`src/rtl/imem_port_arbiter.sv`:
```
// Instruction-memory port arbiter: shares one synchronous memory port between
// the fetch unit (read-only) and the loader/debug port (read/write). Bad
// accesses are caught before they reach memory, and the loader cannot starve
// fetch for more than MAX_LOAD_BURST consecutive grants.
//
//   owner     | meaning
//   ----------+------------------------------------------------
//   OWN_NONE  | no access was granted last cycle, no response
//   OWN_FETCH | last cycle's grant was fetch; respond to fetch
//   OWN_LOAD  | last cycle's grant was loader; respond to loader

// variables.vh normally provides this; the fallback keeps the file standalone.
`ifndef MEM_BYTES_IMEM
`define MEM_BYTES_IMEM 4096
`endif

module imem_port_arbiter #(
    parameter int unsigned MEM_BYTES      = `MEM_BYTES_IMEM,
    parameter int unsigned MAX_LOAD_BURST = 4
) (
    input  logic        clk,
    input  logic        rst,

    input  logic        f_req_valid,
    output logic        f_req_ready,
    input  logic [31:0] f_req_addr,
    output logic        f_rsp_valid,
    output logic [31:0] f_rsp_data,
    output logic        f_rsp_err,

    input  logic        l_req_valid,
    output logic        l_req_ready,
    input  logic        l_req_we,
    input  logic [31:0] l_req_addr,
    input  logic [31:0] l_req_wdata,
    output logic        l_rsp_valid,
    output logic [31:0] l_rsp_data,
    output logic        l_rsp_err,

    output logic        mem_write_en,
    output logic [31:0] mem_addr,
    output logic [31:0] mem_write_data,
    input  logic [31:0] mem_read_data
);

    localparam int unsigned    CW        = $clog2(MAX_LOAD_BURST + 1);
    localparam logic [CW-1:0]  MAX_CNT   = CW'(MAX_LOAD_BURST);
    localparam logic [31:0]    LAST_ADDR = 32'(MEM_BYTES - 4);

    typedef enum logic [1:0] {
        OWN_NONE  = 2'd0,
        OWN_FETCH = 2'd1,
        OWN_LOAD  = 2'd2
    } owner_t;

    owner_t        owner_q, owner_d;
    logic          err_q, err_d;
    logic [CW-1:0] cnt_q, cnt_d;
    logic [31:0]   addr_q, addr_d;
    logic [31:0]   wdata_q, wdata_d;
    logic [31:0]   f_hold_q, f_hold_d;
    logic [31:0]   l_hold_q, l_hold_d;

    logic          grant_f, grant_l;
    logic [31:0]   sel_addr;
    logic          sel_legal;
    logic [31:0]   rsp_word;

    // Word aligned and inside memory; the unsigned compare also rejects wrap.
    function automatic logic is_legal(input logic [31:0] a);
        return (a[1:0] == 2'b00) && (a <= LAST_ADDR);
    endfunction

    // Arbitration: loader wins ties until the starvation counter saturates.
    always_comb begin
        grant_l = 1'b0;
        grant_f = 1'b0;
        if (!rst) begin
            if (l_req_valid && !(f_req_valid && cnt_q == MAX_CNT)) begin
                grant_l = 1'b1;
            end else if (f_req_valid) begin
                grant_f = 1'b1;
            end
        end
    end

    assign sel_addr  = grant_l ? l_req_addr : f_req_addr;
    assign sel_legal = is_legal(sel_addr);
    assign rsp_word  = err_q ? 32'hFFFF_FFFF : mem_read_data;

    // Next-state: owner/err capture, starvation count, issue and hold registers.
    always_comb begin
        owner_d  = OWN_NONE;
        err_d    = 1'b0;
        cnt_d    = cnt_q;
        addr_d   = addr_q;
        wdata_d  = wdata_q;
        f_hold_d = f_hold_q;
        l_hold_d = l_hold_q;

        if (grant_l) begin
            owner_d = OWN_LOAD;
            err_d   = !sel_legal;
            addr_d  = l_req_addr;
            wdata_d = l_req_wdata;
        end else if (grant_f) begin
            owner_d = OWN_FETCH;
            err_d   = !sel_legal;
            addr_d  = f_req_addr;
            wdata_d = 32'h0;
        end

        if (!f_req_valid || grant_f) begin
            cnt_d = '0;
        end else if (grant_l && cnt_q != MAX_CNT) begin
            cnt_d = cnt_q + CW'(1);
        end

        case (owner_q)
            OWN_FETCH: f_hold_d = rsp_word;
            OWN_LOAD:  l_hold_d = rsp_word;
            default:   ;
        endcase
    end

    // State registers with synchronous reset.
    always_ff @(posedge clk) begin
        if (rst) begin
            owner_q  <= OWN_NONE;
            err_q    <= 1'b0;
            cnt_q    <= '0;
            addr_q   <= 32'h0;
            wdata_q  <= 32'h0;
            f_hold_q <= 32'h0;
            l_hold_q <= 32'h0;
        end else begin
            owner_q  <= owner_d;
            err_q    <= err_d;
            cnt_q    <= cnt_d;
            addr_q   <= addr_d;
            wdata_q  <= wdata_d;
            f_hold_q <= f_hold_d;
            l_hold_q <= l_hold_d;
        end
    end

    assign f_req_ready = grant_f;
    assign l_req_ready = grant_l;

    // Memory side: granted request drives the port, idle cycles hold the last value.
    always_comb begin
        mem_write_en   = 1'b0;
        mem_addr       = addr_q;
        mem_write_data = wdata_q;
        if (rst) begin
            mem_addr       = 32'h0;
            mem_write_data = 32'h0;
        end else if (grant_l) begin
            mem_write_en   = l_req_we && sel_legal;
            mem_addr       = l_req_addr;
            mem_write_data = l_req_wdata;
        end else if (grant_f) begin
            mem_addr       = f_req_addr;
            mem_write_data = 32'h0;
        end
    end

    // Responses: gated by rst so an in-flight response never escapes a reset.
    always_comb begin
        f_rsp_valid = !rst && (owner_q == OWN_FETCH);
        l_rsp_valid = !rst && (owner_q == OWN_LOAD);
        f_rsp_err   = f_rsp_valid && err_q;
        l_rsp_err   = l_rsp_valid && err_q;
        f_rsp_data  = f_rsp_valid ? rsp_word : f_hold_q;
        l_rsp_data  = l_rsp_valid ? rsp_word : l_hold_q;
    end

endmodule
```
`config.mk`:
```
export PLATFORM = sky130hd
export DESIGN_NAME = imem_port_arbiter
export DESIGN_NICKNAME = d
export VERILOG_FILES = /design/src/rtl/imem_port_arbiter.sv
export SDC_FILE = /design/constraint.sdc
export NUM_CORES = 1
export LEC_CHECK = 0
export ABC_AREA = 0
export CAP_MARGIN = 20
export CORE_MARGIN = 2
export CORE_UTILIZATION = 40
export DETAILED_ROUTE_END_ITERATION = 8
export GPL_TIMING_DRIVEN = 1
export PLACE_DENSITY = 0.83
export SYNTH_ARGS = -nofsm -noshare
export SYNTH_HDL_FRONTEND = slang
export SYNTH_SLANG_ARGS = --single-unit
```
`constraint.sdc`:
```
create_clock -name clk -period 2 [get_ports clk]
set_input_delay 0.4 -clock clk [delete_from_list [all_inputs] [get_ports clk]]
set_output_delay 0.4 -clock clk [all_outputs]
set_load 0.05 [all_outputs]
```
==> run metrics, run 1 <==
Run Error [ERROR DPL-0038] Utilization greater than 100%, impossible to legalize; Final GP Congestion 0.8321; Yosys reg bits 134; hold_buf cts 0; YS warnings 0; Clock Tree Buf Depth 2; num rows 42; CTS Root Cell clkbuf_16; area post-placement 10550 um2; Post-synth EDFFs 0; IO Count 268; Async S/R FF share, synth 0%; # resized after CTS 382; CTS Buf Count 17; Syn Nets 815; status aborted with a tool error; # Post-CTS Setup Buffers 51; DIE WIDTH 120.1 um; H-tree depth 4; last stage reached 4_1_cts; Post-Syn Instances 680; DP Cell Count 1140; Main synth FF type dfxtp_1; Post-Syn Area per Cell 7.934 um2; Mapped Area 5395 um2; vertical die dimension 120.1 um; PortBufs 267; register area share after synthesis 49.72%; HPWL Detailed 16840 um; Distinct cells, synth 35; Clock Sink Count 134; Initial Util 40.90%
cells in the mapped netlist, types with 2 or more instances:
library cell,n,area [um2]
nor2_1,59,221.5
clkbuf_1,30,112.6
dfxtp_1,134,2683
inv_1,3,11.26
a211o_1,2,17.52
buf_1,2,7.510
and2_1,3,18.77
a22o_1,32,280.3
o22ai_1,2,12.51
o21ai_1,139,695.7
nand3_1,21,105.1
nand4_1,3,18.77
inv_2,9,33.78
buf_2,15,75.07
buf_4,2,15.01
nor4_1,9,56.30
nand2_1,144,540.5
mux2i_1,11,110.1
or4_1,2,15.01
a21oi_1,42,210.2
ha_1,2,25.02
metrics by stage:
step	setup TNS (ns)	setup slack, ns	util (%)	hold slack, ns
2_1_floorplan	-8.021	-0.2420	-	0.4258
3_3_place_gp	-50.61	-0.5775	79.98	0.4320
3_5_place_dp	-57.49	-0.6377	79.98	0.4374
cells by family after synthesis:
kind of cell               Yosys count  synth area share [%]
DFF                                134                 49.72
muxes                               12                 2.250
adders and majority gates            2                0.4637
AOI/OAI and AO/OA                  221                 23.14
buffers and inverters               64                 5.589
and+or+nand+nor                    247                 18.83
==> inputs of run 2 (changes only) <==
CORE_UTILIZATION = 25   (was 40)
PLACE_DENSITY = default   (was 0.83)
PLACE_DENSITY_LB_ADDON = 0.15   (was default)
==> run metrics, run 2 <==
core area 21090 um2; Total GRT Usage 21.00%; vertical die dimension 150.9 um; setup TNS -41.90 ns; FMAX 0.4007 GHz; Pre-antenna DRT Iters 4; Post-synth EDFFs 0; WS Path Type reg2out; crit start category flip-flop; Fin. Hold Viols 0; CTS tree built; Initial Util 25.58%; Slew Limit Headroom 62.55%; Lkg Pwr 5.453 nW; IO Count 268; commonest cells after routing, fill and taps aside buf_12, dfxtp_1, clkdlybuf4s50_1, buf_4, nand2_1; Clock Tree Buf Depth 2; Syn Nets 815; worst-path fanout max 16; Synth area leaders dfxtp_1, o21ai_1, nand2_1; pin count of the biggest net entering global routing 35; area leader, netlist dfxtp_1; Post-Syn Area per Cell 7.934 um2; register area share after synthesis 49.72%; status finished with violations; Final GP Congestion 0.7774; DIE WIDTH 150.9 um; HPWL Detailed 14610 um; failing checks negative setup slack; Final Slew Violations 0; num rows 53; PortBufs 267; Yosys top cell area share 49.72%; die area 22770 um2; fraction of layout cells with a size suffix above 1 52.57%; area grow syn2layout 156.1%; crit end category output port; Clk Latency, worst-skew pair 0.42 ns; Core Util, Final 65.52%; Filler cells 1608; Worst Hold Class reg2reg; H-tree depth 4; Distinct cells, synth 35; PD cells 670.5 nW/um2; Place WS -0.6645 ns; final period utilization 124.8%; Post-Syn Instances 680; Yosys reg bits 134; Async S/R FF share, synth 0%; endpoints failing setup 136; area post-placement 10770 um2; Slew @ Worst Pin 0.5597 ns; first-pass GRT wire length 36490 um; Peak supply drop 0.5538 mV; CP required 1.60 ns; vias 6334; crit path DAT 2.10 ns; min Tclk post-route 2.496 ns; remaining global-route overflow 0; Synth top cells by count nand2_1, o21ai_1, dfxtp_1, nor2_1, a21oi_1; Reg clk slew, reported paths 0.06 ns; CTS Buf Count 17; CTS Root Cell clkbuf_16; initial antenna violation count 1; Main synth FF type dfxtp_1; Antenna Nets Post-Route 0; Clock Sink Count 134; Tot Pwr 9.264 mW; number of DRC markers in iteration 0 171; Hold WS 0.4418 ns; RSZ-0062 raised after global routing yes; YS warnings 0; post-route cell area 13820 um2; fin nets 1193; number of global-route vias before repair 6563; DP Cell Count 1250; commonest non-fill, non-tap cell in the layout buf_12; Mapped Area 5395 um2; drt drc 0; hold_buf cts 0; final std cells w/o fill 1347; Final Routed Wirelength 24330 um; Wirelength per Cell 18.06 um; vias per std cell 4.702; final setup margin -0.4955 ns; MaxCap Viol Count 0; count leader, synth nand2_1; Clock Skews 0.01542 ns
-- run 2: cell counts after synthesis --
Identical to the previous run, type by type.
-- run 2: layout make-up --
cell class	count	area, um2	share of cell area [%]
clock inverter	12	140.1	1.014
tap	275	344.1	2.490
multi-input combinational	482	4339	31.41
clock buffer	20	456.7	3.306
sequential	134	2688	19.45
timing repair buffer	411	5778	41.82
inverter	12	67.56	0.4890
antenna	1	2.502	0.01811
-- run 2: path summary, 6_finish.rpt --
kind | from | to | slack [ns] | depth (start not counted)
hold / removal | f_hold_q[30] | f_hold_q[30] | 0.44 | 2
hold reg to reg | f_hold_q[30] | f_hold_q[30] | 0.44 | 2
setup / recovery | cnt_q[0] | mem_write_data[11] | -0.50 | 8
setup reg to reg | cnt_q[0] | err_q | -0.41 | 17
-- run 2: metal layers --
metal / global-route usage (%) / up-vias / part of all wire [%]
met5: 0 / - / 0
met4: 5.187 / 0 / 0.94
met3: 8.705 / 18 / 9.4
met2: 35.20 / 210 / 48
met1: 25.00 / 2983 / 41
li1: - / 3123 / -
-- run 2: cells by family after synthesis --
kind of cell	Yosys count	synth area share [%]
AOI/OAI and AO/OA	221	23.14
adders and majority gates	2	0.4637
buffers and inverters	64	5.589
DFF	134	49.72
muxes	12	2.250
and+or+nand+nor	247	18.83
-- run 2: critical path, cell delays in order, from the launching register on --
cell	delay, ns
dfxtp_2	0.32
inv_2	0.06
ha_4	0.15
nand3_2	0.11
a21o_4	0.27
nor2_4	0.23
buf_12	0.20
a22o_2	0.19
buf_12	0.14
-- run 2: power by group --
group          leakage (nW)  internal, mW  switching [mW]  total (mW)
combinational          4.06          1.52            1.61        3.13
clock                 0.284          1.92            1.27        3.19
sequential             1.10          2.84          0.0985        2.94
total                  5.45          6.28            2.98        9.26
-- run 2: repair_timing --
| action | in CTS | in global routing |
|---|---|---|
| setup buffers | 38 | 16 |
| setup endpoints to repair | 135 | 136 |
| pin swaps | 61 | 50 |
| gates resized for setup | 249 | 130 |
| cloned | 14 | 7 |
Note: power is estimated with default switching activity, not from simulation.
